<file path="src/rtl/arp_sequencer.sv">
// N-key arpeggiator: steps through the held keys (up, down, ping-pong) and
// drives exactly one voice key_on per step; passes keys straight through when disabled.
module arp_sequencer #(
  parameter int NUM_KEYS = 8,
  parameter int CNT_W    = 16,
  parameter int IDX_W    = $clog2(NUM_KEYS)
) (
  input  logic                Clk,
  input  logic                Reset,
  input  logic                enable,
  input  logic [1:0]          mode,
  input  logic [CNT_W-1:0]    step_time,
  input  logic [NUM_KEYS-1:0] keys_in,
  output logic [NUM_KEYS-1:0] keys_out,
  output logic [IDX_W-1:0]    cur_idx,
  output logic                step_pulse
);

  typedef enum logic {IDLE = 1'b0, RUN = 1'b1} state_t;

  localparam logic [1:0] MODE_DOWN = 2'b01;
  localparam logic [1:0] MODE_PP   = 2'b10;
  localparam logic       DIR_UP    = 1'b0;
  localparam logic       DIR_DOWN  = 1'b1;

  state_t             state;
  logic [CNT_W-1:0]   counter;
  logic               dir;

  logic [NUM_KEYS-1:0] above;
  logic [NUM_KEYS-1:0] below;
  logic [IDX_W-1:0]    next_idx;
  logic                next_dir;
  logic [IDX_W-1:0]    start_idx;
  logic                advance;

  function automatic logic [IDX_W-1:0] lowest(input logic [NUM_KEYS-1:0] k);
    lowest = '0;
    for (int i = NUM_KEYS - 1; i >= 0; i--) begin
      if (k[i]) begin
        lowest = IDX_W'(i);
      end
    end
  endfunction

  function automatic logic [IDX_W-1:0] highest(input logic [NUM_KEYS-1:0] k);
    highest = '0;
    for (int i = 0; i < NUM_KEYS; i++) begin
      if (k[i]) begin
        highest = IDX_W'(i);
      end
    end
  endfunction

  function automatic logic [NUM_KEYS-1:0] onehot(input logic [IDX_W-1:0] idx);
    onehot = '0;
    onehot[idx] = 1'b1;
  endfunction

  // Split the held keys into those above and below the current index, then pick the successor.
  always_comb begin
    above    = '0;
    below    = '0;
    next_idx = cur_idx;
    next_dir = dir;
    for (int i = 0; i < NUM_KEYS; i++) begin
      above[i] = keys_in[i] && (i > int'(cur_idx));
      below[i] = keys_in[i] && (i < int'(cur_idx));
    end
    case (mode)
      MODE_DOWN: begin
        if (|below) begin
          next_idx = highest(below);
        end else if (|above) begin
          next_idx = highest(above);
        end else begin
          next_idx = cur_idx;
        end
      end
      MODE_PP: begin
        // No wrap: bounce at the ends so endpoints sound only once per sweep.
        if (dir == DIR_UP) begin
          if (|above) begin
            next_idx = lowest(above);
          end else if (|below) begin
            next_idx = highest(below);
            next_dir = DIR_DOWN;
          end else begin
            next_idx = cur_idx;
          end
        end else begin
          if (|below) begin
            next_idx = highest(below);
          end else if (|above) begin
            next_idx = lowest(above);
            next_dir = DIR_UP;
          end else begin
            next_idx = cur_idx;
          end
        end
      end
      default: begin
        if (|above) begin
          next_idx = lowest(above);
        end else if (|below) begin
          next_idx = lowest(below);
        end else begin
          next_idx = cur_idx;
        end
      end
    endcase
  end

  assign start_idx = (mode == MODE_DOWN) ? highest(keys_in) : lowest(keys_in);
  // >= rather than == so a step_time lowered below the running count still advances.
  assign advance   = (counter >= step_time) || !keys_in[cur_idx];

  // Sequencer state, step counter and all registered outputs.
  always_ff @(posedge Clk) begin
    if (Reset) begin
      state      <= IDLE;
      counter    <= '0;
      dir        <= DIR_UP;
      cur_idx    <= '0;
      keys_out   <= '0;
      step_pulse <= 1'b0;
    end else if (!enable) begin
      state      <= IDLE;
      counter    <= '0;
      dir        <= DIR_UP;
      keys_out   <= keys_in;
      step_pulse <= 1'b0;
    end else begin
      case (state)
        IDLE: begin
          counter <= '0;
          dir     <= DIR_UP;
          if (|keys_in) begin
            state      <= RUN;
            cur_idx    <= start_idx;
            keys_out   <= onehot(start_idx);
            step_pulse <= 1'b1;
          end else begin
            keys_out   <= '0;
            step_pulse <= 1'b0;
          end
        end
        RUN: begin
          if (keys_in == '0) begin
            state      <= IDLE;
            counter    <= '0;
            keys_out   <= '0;
            step_pulse <= 1'b0;
          end else if (advance) begin
            counter    <= '0;
            cur_idx    <= next_idx;
            keys_out   <= onehot(next_idx) & keys_in;
            step_pulse <= (next_idx != cur_idx);
            dir        <= (mode == MODE_PP) ? next_dir : DIR_UP;
          end else begin
            counter    <= counter + CNT_W'(1);
            keys_out   <= onehot(cur_idx) & keys_in;
            step_pulse <= 1'b0;
            dir        <= (mode == MODE_PP) ? dir : DIR_UP;
          end
        end
        default: begin
          state      <= IDLE;
          counter    <= '0;
          keys_out   <= '0;
          step_pulse <= 1'b0;
        end
      endcase
    end
  end

endmodule

</file>
<file path="config.mk">
export PLATFORM = sky130hd
export DESIGN_NAME = arp_sequencer
export DESIGN_NICKNAME = d
export VERILOG_FILES = /design/src/rtl/arp_sequencer.sv
export SDC_FILE = /design/constraint.sdc
export NUM_CORES = 1
export LEC_CHECK = 0
export ABC_AREA = 1
export CAP_MARGIN = 30
export CORE_MARGIN = 8
export CORE_UTILIZATION = 40
export CTS_BUF_LIST = sky130_fd_sc_hd__clkbuf_8
export DETAILED_ROUTE_END_ITERATION = 7
export SETUP_SLACK_MARGIN = 0.05
export SLEW_MARGIN = 10
export SYNTH_ARGS = -nofsm -noshare
export SYNTH_HDL_FRONTEND = slang
export SYNTH_SLANG_ARGS = --single-unit
</file>
<file path="constraint.sdc">
create_clock -name Clk -period 1.9 [get_ports Clk]
set_input_delay 0.285 -clock Clk [delete_from_list [all_inputs] [get_ports Clk]]
set_output_delay 0.285 -clock Clk [all_outputs]
set_load 0.02 [all_outputs]
</file>
==> impl_metrics.yaml, run 1 <==
layout:
  num-nets-final: 674
  diodes: 0
  layout-drive-gt1-share: 0.439
  area_delta_synth_final_pct: 70.0
synthesis:
  synth_cells: 481
  synth.net_count: 529
  ys_ff_latch: 30
  synth_enable_flop_cells: 0
  synth_area_mm2: 0.00286
  yosys_most_used_dff: "dfxtp_1"
  synth_common_cells: "143 x nand2_1, 63 x inv_1, 52 x nor2_1"
  synthTopCellsByArea: "dfxtp_1 21%, nand2_1 19%, ha_1 8.3%"
  ys_types: 40
  ys_seq_area_frac: 0.210
  yosysTopAreaCellShare: 0.210
  yosysTopAreaCell: "dfxtp_1"
  yosys_warnings: 0
  synthMostInstantiatedCell: "nand2_1"
  syn_avg_cell_area_um2: 5.95
  ys_async_sr_fraction: 0
power_and_ir_drop:
  peakVddDrop_v: 0.000286
  seqPwrFrac: 0.282
  pwr-share-clk: 0.226
  p_leak_uw: 0.00227
  power_uw: 2400
  power_density_mw_per_mm2: 494
  combinationalPowerShare: 0.492
  intPower_uw: 1450
  p_sw_uw: 947
  p_sw_frac: 0.394
grt:
  grt_max_degree: 14
  grt_overflow: 0
  grt_antenna_before_repair: 0
  grt_pass1_wl_um: 16200
  track_usage: 0.196
  grt_pass1_vias: 3605
run_status:
  status: "finished, violations left"
  failed_checks: "setup timing"
setup_path:
  path_common_cell: "nand2_1"
  end_kind: "register"
  critical-path-top-delay-family: "simple AND/OR/NAND/NOR gates"
  arrival_ps: 2320
  critPathMaxFanout: 5
  worst-setup-path-type: "reg -> reg"
  cp.required_ps: 2120
  crit_chain: "nor2_4, nor2_2, inv_1, nand2_4, buf_4, a31oi_2, o21ai_0, nand2_1, nand2_1, nand2_2, nand2_4, a21oi_4, nand2_1, nand2_1, nand3_1, a21oi_2"
  start_kind: "register"
  cpPeakStageDelay_ps: 380
  cp_slowest_cell: "dfxtp_4"
  path_buf_inv: 2
sta:
  tns_ps: -2530
  skew_ps: 6.65
  fmax_mhz: 477
  rsz0062_at_grt: "true"
  finalSetupViolCount: 29
  fin_ws_ps: -197
  slew_viol_final: 0
  period_share: 1.10
  tightest_slew_ps: 336
  slew_headroom: 0.775
  finalHoldViolCount: 0
  period_needed_ps: 2100
clocking:
  cts_tree: "built"
  hold_buffers: 0
  worstSkewPairLatency_ps: 280
  cts_buffer_depth: 2
  clock-sinks: 30
  cts.clk_slew.worst_paths_ps: 70
  clock-root-buffer: "clkbuf_8"
  htreeDepth: 2
  cts_buffers: 5
route:
  vias_per_cell: 4.97
  drt_pass1_iterations: 4
  drtIter0Drc: 213
  drc_errors: 0
  antenna_left: 0
  via_count: 3611
  wl_per_cell_um: 13.9
  wl_um: 10100
floorplanning:
  num_io_pins: 41
  fp.dieW_um: 101
  start_util: 0.403
  dieArea_mm2: 0.0101
  design.core.area_mm2: 0.00710
  die_h_um: 101
  rows: 31
run:
  cap_violations: 0
place:
  place_congestion: 0.909
  hpwlAfterDp_um: 7150
  port_buffers: 40
worst_hold_path:
  hold_path_class: "reg -> reg"
sequential cells by signal, summed over array words and instances, names as in the netlist:
register / cells
dir: 1
state: 1
counter: 16
keys_out: 8
cur_idx: 3
step_pulse: 1
layout by cell type (no fill, tap or decap), types with 4 or more instances in the layout:
master / synthesis / routed
clkdlybuf4s50_1: 0 / 20
a21oi_1: 34 / 16
o21ai_2: 0 / 5
nand3_2: 3 / 7
inv_2: 5 / 17
nor3_2: 0 / 4
a21oi_2: 6 / 19
dfxtp_1: 30 / 19
ha_1: 19 / 6
nand3_4: 1 / 4
clkbuf_8: 0 / 6
dlygate4sd2_1: 0 / 20
dfxtp_2: 0 / 6
ha_4: 0 / 10
nor2_1: 52 / 35
nand2_1: 143 / 117
a21oi_4: 0 / 5
buf_6: 2 / 4
buf_4: 1 / 100
nand3_1: 22 / 15
dfxtp_4: 0 / 5
o21ai_0: 36 / 28
xor2_1: 4 / 4
nor2_4: 1 / 10
o21ai_1: 1 / 4
nor2_2: 2 / 10
nand2_2: 11 / 28
nand2_4: 4 / 13
inv_1: 63 / 49
kinds of logic after synthesis:
family / synth area share
DFF: 0.210
and+or+nand+nor: 0.401
AOI/OAI and AO/OA: 0.178
buffers and inverters: 0.110
adders and majority gates: 0.0831
xor gates and xnor gates: 0.0184
worst min-delay path: stages, from the launching register on:
cell,delay [ps]
dfxtp_2,330
buf_4,130
nor2_4,40
power groups by stage:
stage | clock network (uW) | registers (uW) | logic (uW)
2_1_floorplan | 0 | 705 | 541
3_3_place_gp | 0 | 693 | 921
3_5_place_dp | 0 | 693 | 929
4_1_cts | 553 | 679 | 1120
5_1_grt | 585 | 679 | 1290
6_report | 542 | 676 | 1180
routing by layer:
| metal | global-route usage | part of all wire | wire length (um) | vias up |
|---|---|---|---|---|
| met1 | 0.217 | 0.41 | 4120 | 1675 |
| met4 | 0.0581 | 0.019 | 195 | 0 |
| met3 | 0.0304 | 0.045 | 459 | 16 |
| li1 | - | - | - | 1832 |
| met5 | 0 | 0 | 0 | - |
| met2 | 0.369 | 0.53 | 5330 | 88 |
final timing paths:
path / depth (start not counted) / startpoint / endpoint / slack (ps)
min reg2reg: 2 / counter[0] / counter[0] / 540
max reg2reg: 16 / cur_idx[2] / keys_out[2] / -200
max: 16 / cur_idx[2] / keys_out[2] / -200
min: 2 / counter[0] / counter[0] / 540
cell type report:
cell class | count | area, um^2
Clock buffer | 6 | 82.6
Clock inverter | 2 | 8.76
Fill cell | 614 | 2230
Inverter | 70 | 275
Multi-Input combinational cell | 373 | 2540
Sequential cell | 30 | 627
Tap cell | 99 | 124
Timing Repair Buffer | 146 | 1210
what timing repair did:
action                     in CTS  in global routing
setup endpoints to repair      29                 29
buffers inserted               17                  1
gates cloned                    2                  0
resized for setup             143                 47
pin swaps                      62                 25
metrics by stage:
step | hold WS [ps] | utilization | std cells | setup slack, ps | area, um^2
floorplan | 431 | - | 481 | -70.5 | 2900
global placement | 517 | 0.565 | 698 | -648 | 4010
detailed placement | 528 | 0.565 | 698 | -689 | 4010
CTS | 541 | 0.660 | 725 | -161 | 4680
global route | 561 | 0.685 | 726 | -370 | 4860
finish | 536 | 0.685 | 726 | -197 | 4860
(Power assumes the default switching activity.)
==> run 2: changes to the inputs <==
Settings changed: CORE_UTILIZATION 40 to 57, PLACE_DENSITY set to 0.83.
Clock period 1.9 ns to 2.4 ns, I/O delays scaled along.
==> run 2 against run 1 <==
The run now ends clean. Non-clock buffer count decreased by 52. Via count is 2.2% lower. Utilization grew 15 points. Setup slack improved by 250 ps. Critical endpoint is now keys_out[3]. Wire length fell by 5.6%. Largest cell class unchanged.
==> impl_metrics.yaml, run 2 (synthesis gave the netlist of run 1 again) <==
route:
  drt_pass1_iterations: 6
  vias_per_cell: 5.51
  drtIter0Drc: 369
  via_count: 3531
  antenna_left: 0
  drc_errors: 0
  wl_um: 9550
  wl_per_cell_um: 14.9
layout:
  diodes: 0
  final_cell_mix: "137 x nand2_1, 63 x inv_1, 51 x buf_4, 50 x nor2_1, 35 x clkdlybuf4s50_1"
  top_regs: "counter x16, keys_out x8, cur_idx x3"
  largest_reg_flops: 16
  num-nets-final: 622
  largest_register: "counter"
  finish.utilization: 0.836
  area_delta_synth_final_pct: 39.9
  final_common_cell: "nand2_1"
  layout-drive-gt1-share: 0.223
setup_path:
  end_kind: "register"
  cpPeakStageDelay_ps: 450
  crit_chain: "clkdlybuf4s50_1, inv_1, ha_1, nand2_2, inv_1, nand3_1, inv_1, a21oi_2, a21boi_2, nand2_2, nor2_4, buf_6, o21ai_0, and3_1, a21oi_2, nor2_1"
  arrival_ps: 2520
  cp.required_ps: 2580
  start_kind: "primary input"
  cp_slowest_cell: "clkdlybuf4s50_1"
  critPathMaxFanout: 7
  path_buf_inv: 5
  path_common_cell: "inv_1"
  worst-setup-path-type: "in -> reg"
  critical-path-top-delay-family: "buffers and inverters"
clocking:
  cts_buffers: 5
  cts.clk_slew.worst_paths_ps: 60
  clock-sinks: 30
  cts_buffer_depth: 2
  htreeDepth: 2
  cts_tree: "built"
  hold_buffers: 0
  clock-root-buffer: "clkbuf_8"
  worstSkewPairLatency_ps: 290
grt:
  grt_pass1_wl_um: 14800
  grt_pass1_vias: 3267
  grt_max_degree: 17
  track_usage: 0.245
  grt_antenna_before_repair: 0
  grt_overflow: 0
power_and_ir_drop:
  p_leak_uw: 0.00201
  power_density_mw_per_mm2: 469
  peakVddDrop_v: 0.000439
floorplanning:
  fp.dieW_um: 86.9
  die_h_um: 86.9
  dieArea_mm2: 0.00754
  start_util: 0.598
  num_io_pins: 41
  design.core.area_mm2: 0.00479
  rows: 25
sta:
  finalSetupViolCount: 0
  slew_viol_final: 0
  whs_ps: 498
  fmax_mhz: 427
  skew_ps: 9.57
  finalHoldViolCount: 0
  period_needed_ps: 2340
  tightest_slew_ps: 412
  slew_headroom: 0.723
  rsz0062_at_grt: "true"
  period_share: 0.977
place:
  place_congestion: 1.01
  port_buffers: 40
  hpwlAfterDp_um: 7280
worst_hold_path:
  hold_path_class: "reg -> reg"
run_status:
  status: "finished, final reports clean"
run:
  cap_violations: 0
-- run 2: cell types whose count changed in the layout (fill, tap and decap cells not counted), moves of 9 or more --
cell             previous run  this run
nor2_2                     10         1
ha_1                        6        15
buf_4                     100        51
nand2_1                   117       137
a21oi_1                    16        25
nand2_2                    28        16
inv_1                      49        63
dlygate4sd2_1              20         0
clkdlybuf4s50_1            20        35
inv_2                      17         5
nor2_1                     35        50
-- run 2: worst register-to-register path: cells and delay by family (launching register included) --
family	cells	cell delay [ps]
AOI/OAI and AO/OA	2	290
DFF	1	390
and+or+nand+nor	13	1110
buffers and inverters	3	380
-- run 2: repair_timing --
item | CTS | global route
cloned | 0 | 1
pin swaps | 3 | 11
setup buffers | 1 | 4
endpoints found under the setup margin | 12 | 17
gates resized for setup | 10 | 43
-- run 2: final cells by class --
class | count | area (um^2)
clock buffer | 6 | 82.6
sequential | 30 | 609
timing repair buffer | 94 | 823
inverter | 70 | 265
fill | 328 | 783
multi-input combinational | 373 | 2110
tap | 67 | 83.8
clock inverter | 1 | 30.0
-- run 2: worst paths after layout --
check | slack, ps | cells after the start | from | endpoint
setup reg to reg | 120 | 18 | cur_idx[1] | keys_out[3]
hold / removal | 500 | 1 | counter[0] | counter[0]
hold reg to reg | 500 | 1 | counter[0] | counter[0]
setup / recovery | 60 | 16 | step_time[14] | keys_out[3]
-- run 2: power by group --
group | switching [uW] | total, uW | internal, uW
Clock | 198 | 530 | 332
Combinational | 466 | 812 | 347
Sequential | 18.4 | 535 | 516
-- run 2: routing by layer --
| metal | global-route usage | wire, um |
|---|---|---|
| met2 | 0.414 | 4690 |
| met4 | 0.0986 | 267 |
| met1 | 0.294 | 3690 |
| met3 | 0.0491 | 900 |
| met5 | 0 | 0 |
-- run 2: through the flow --
stage	instance area, um^2	setup WS (ps)	total power (uW)	TNS (ps)	std cells
3_3_place_gp	3650	-313	1250	-4020	628
2_1_floorplan	2860	336	971	0	481
3_5_place_dp	3650	-381	1260	-5880	628
5_1_grt	4000	-13.2	1970	-15.5	641
4_1_cts	3800	51.5	1800	0	636
6_report	4000	55.9	1880	0	641
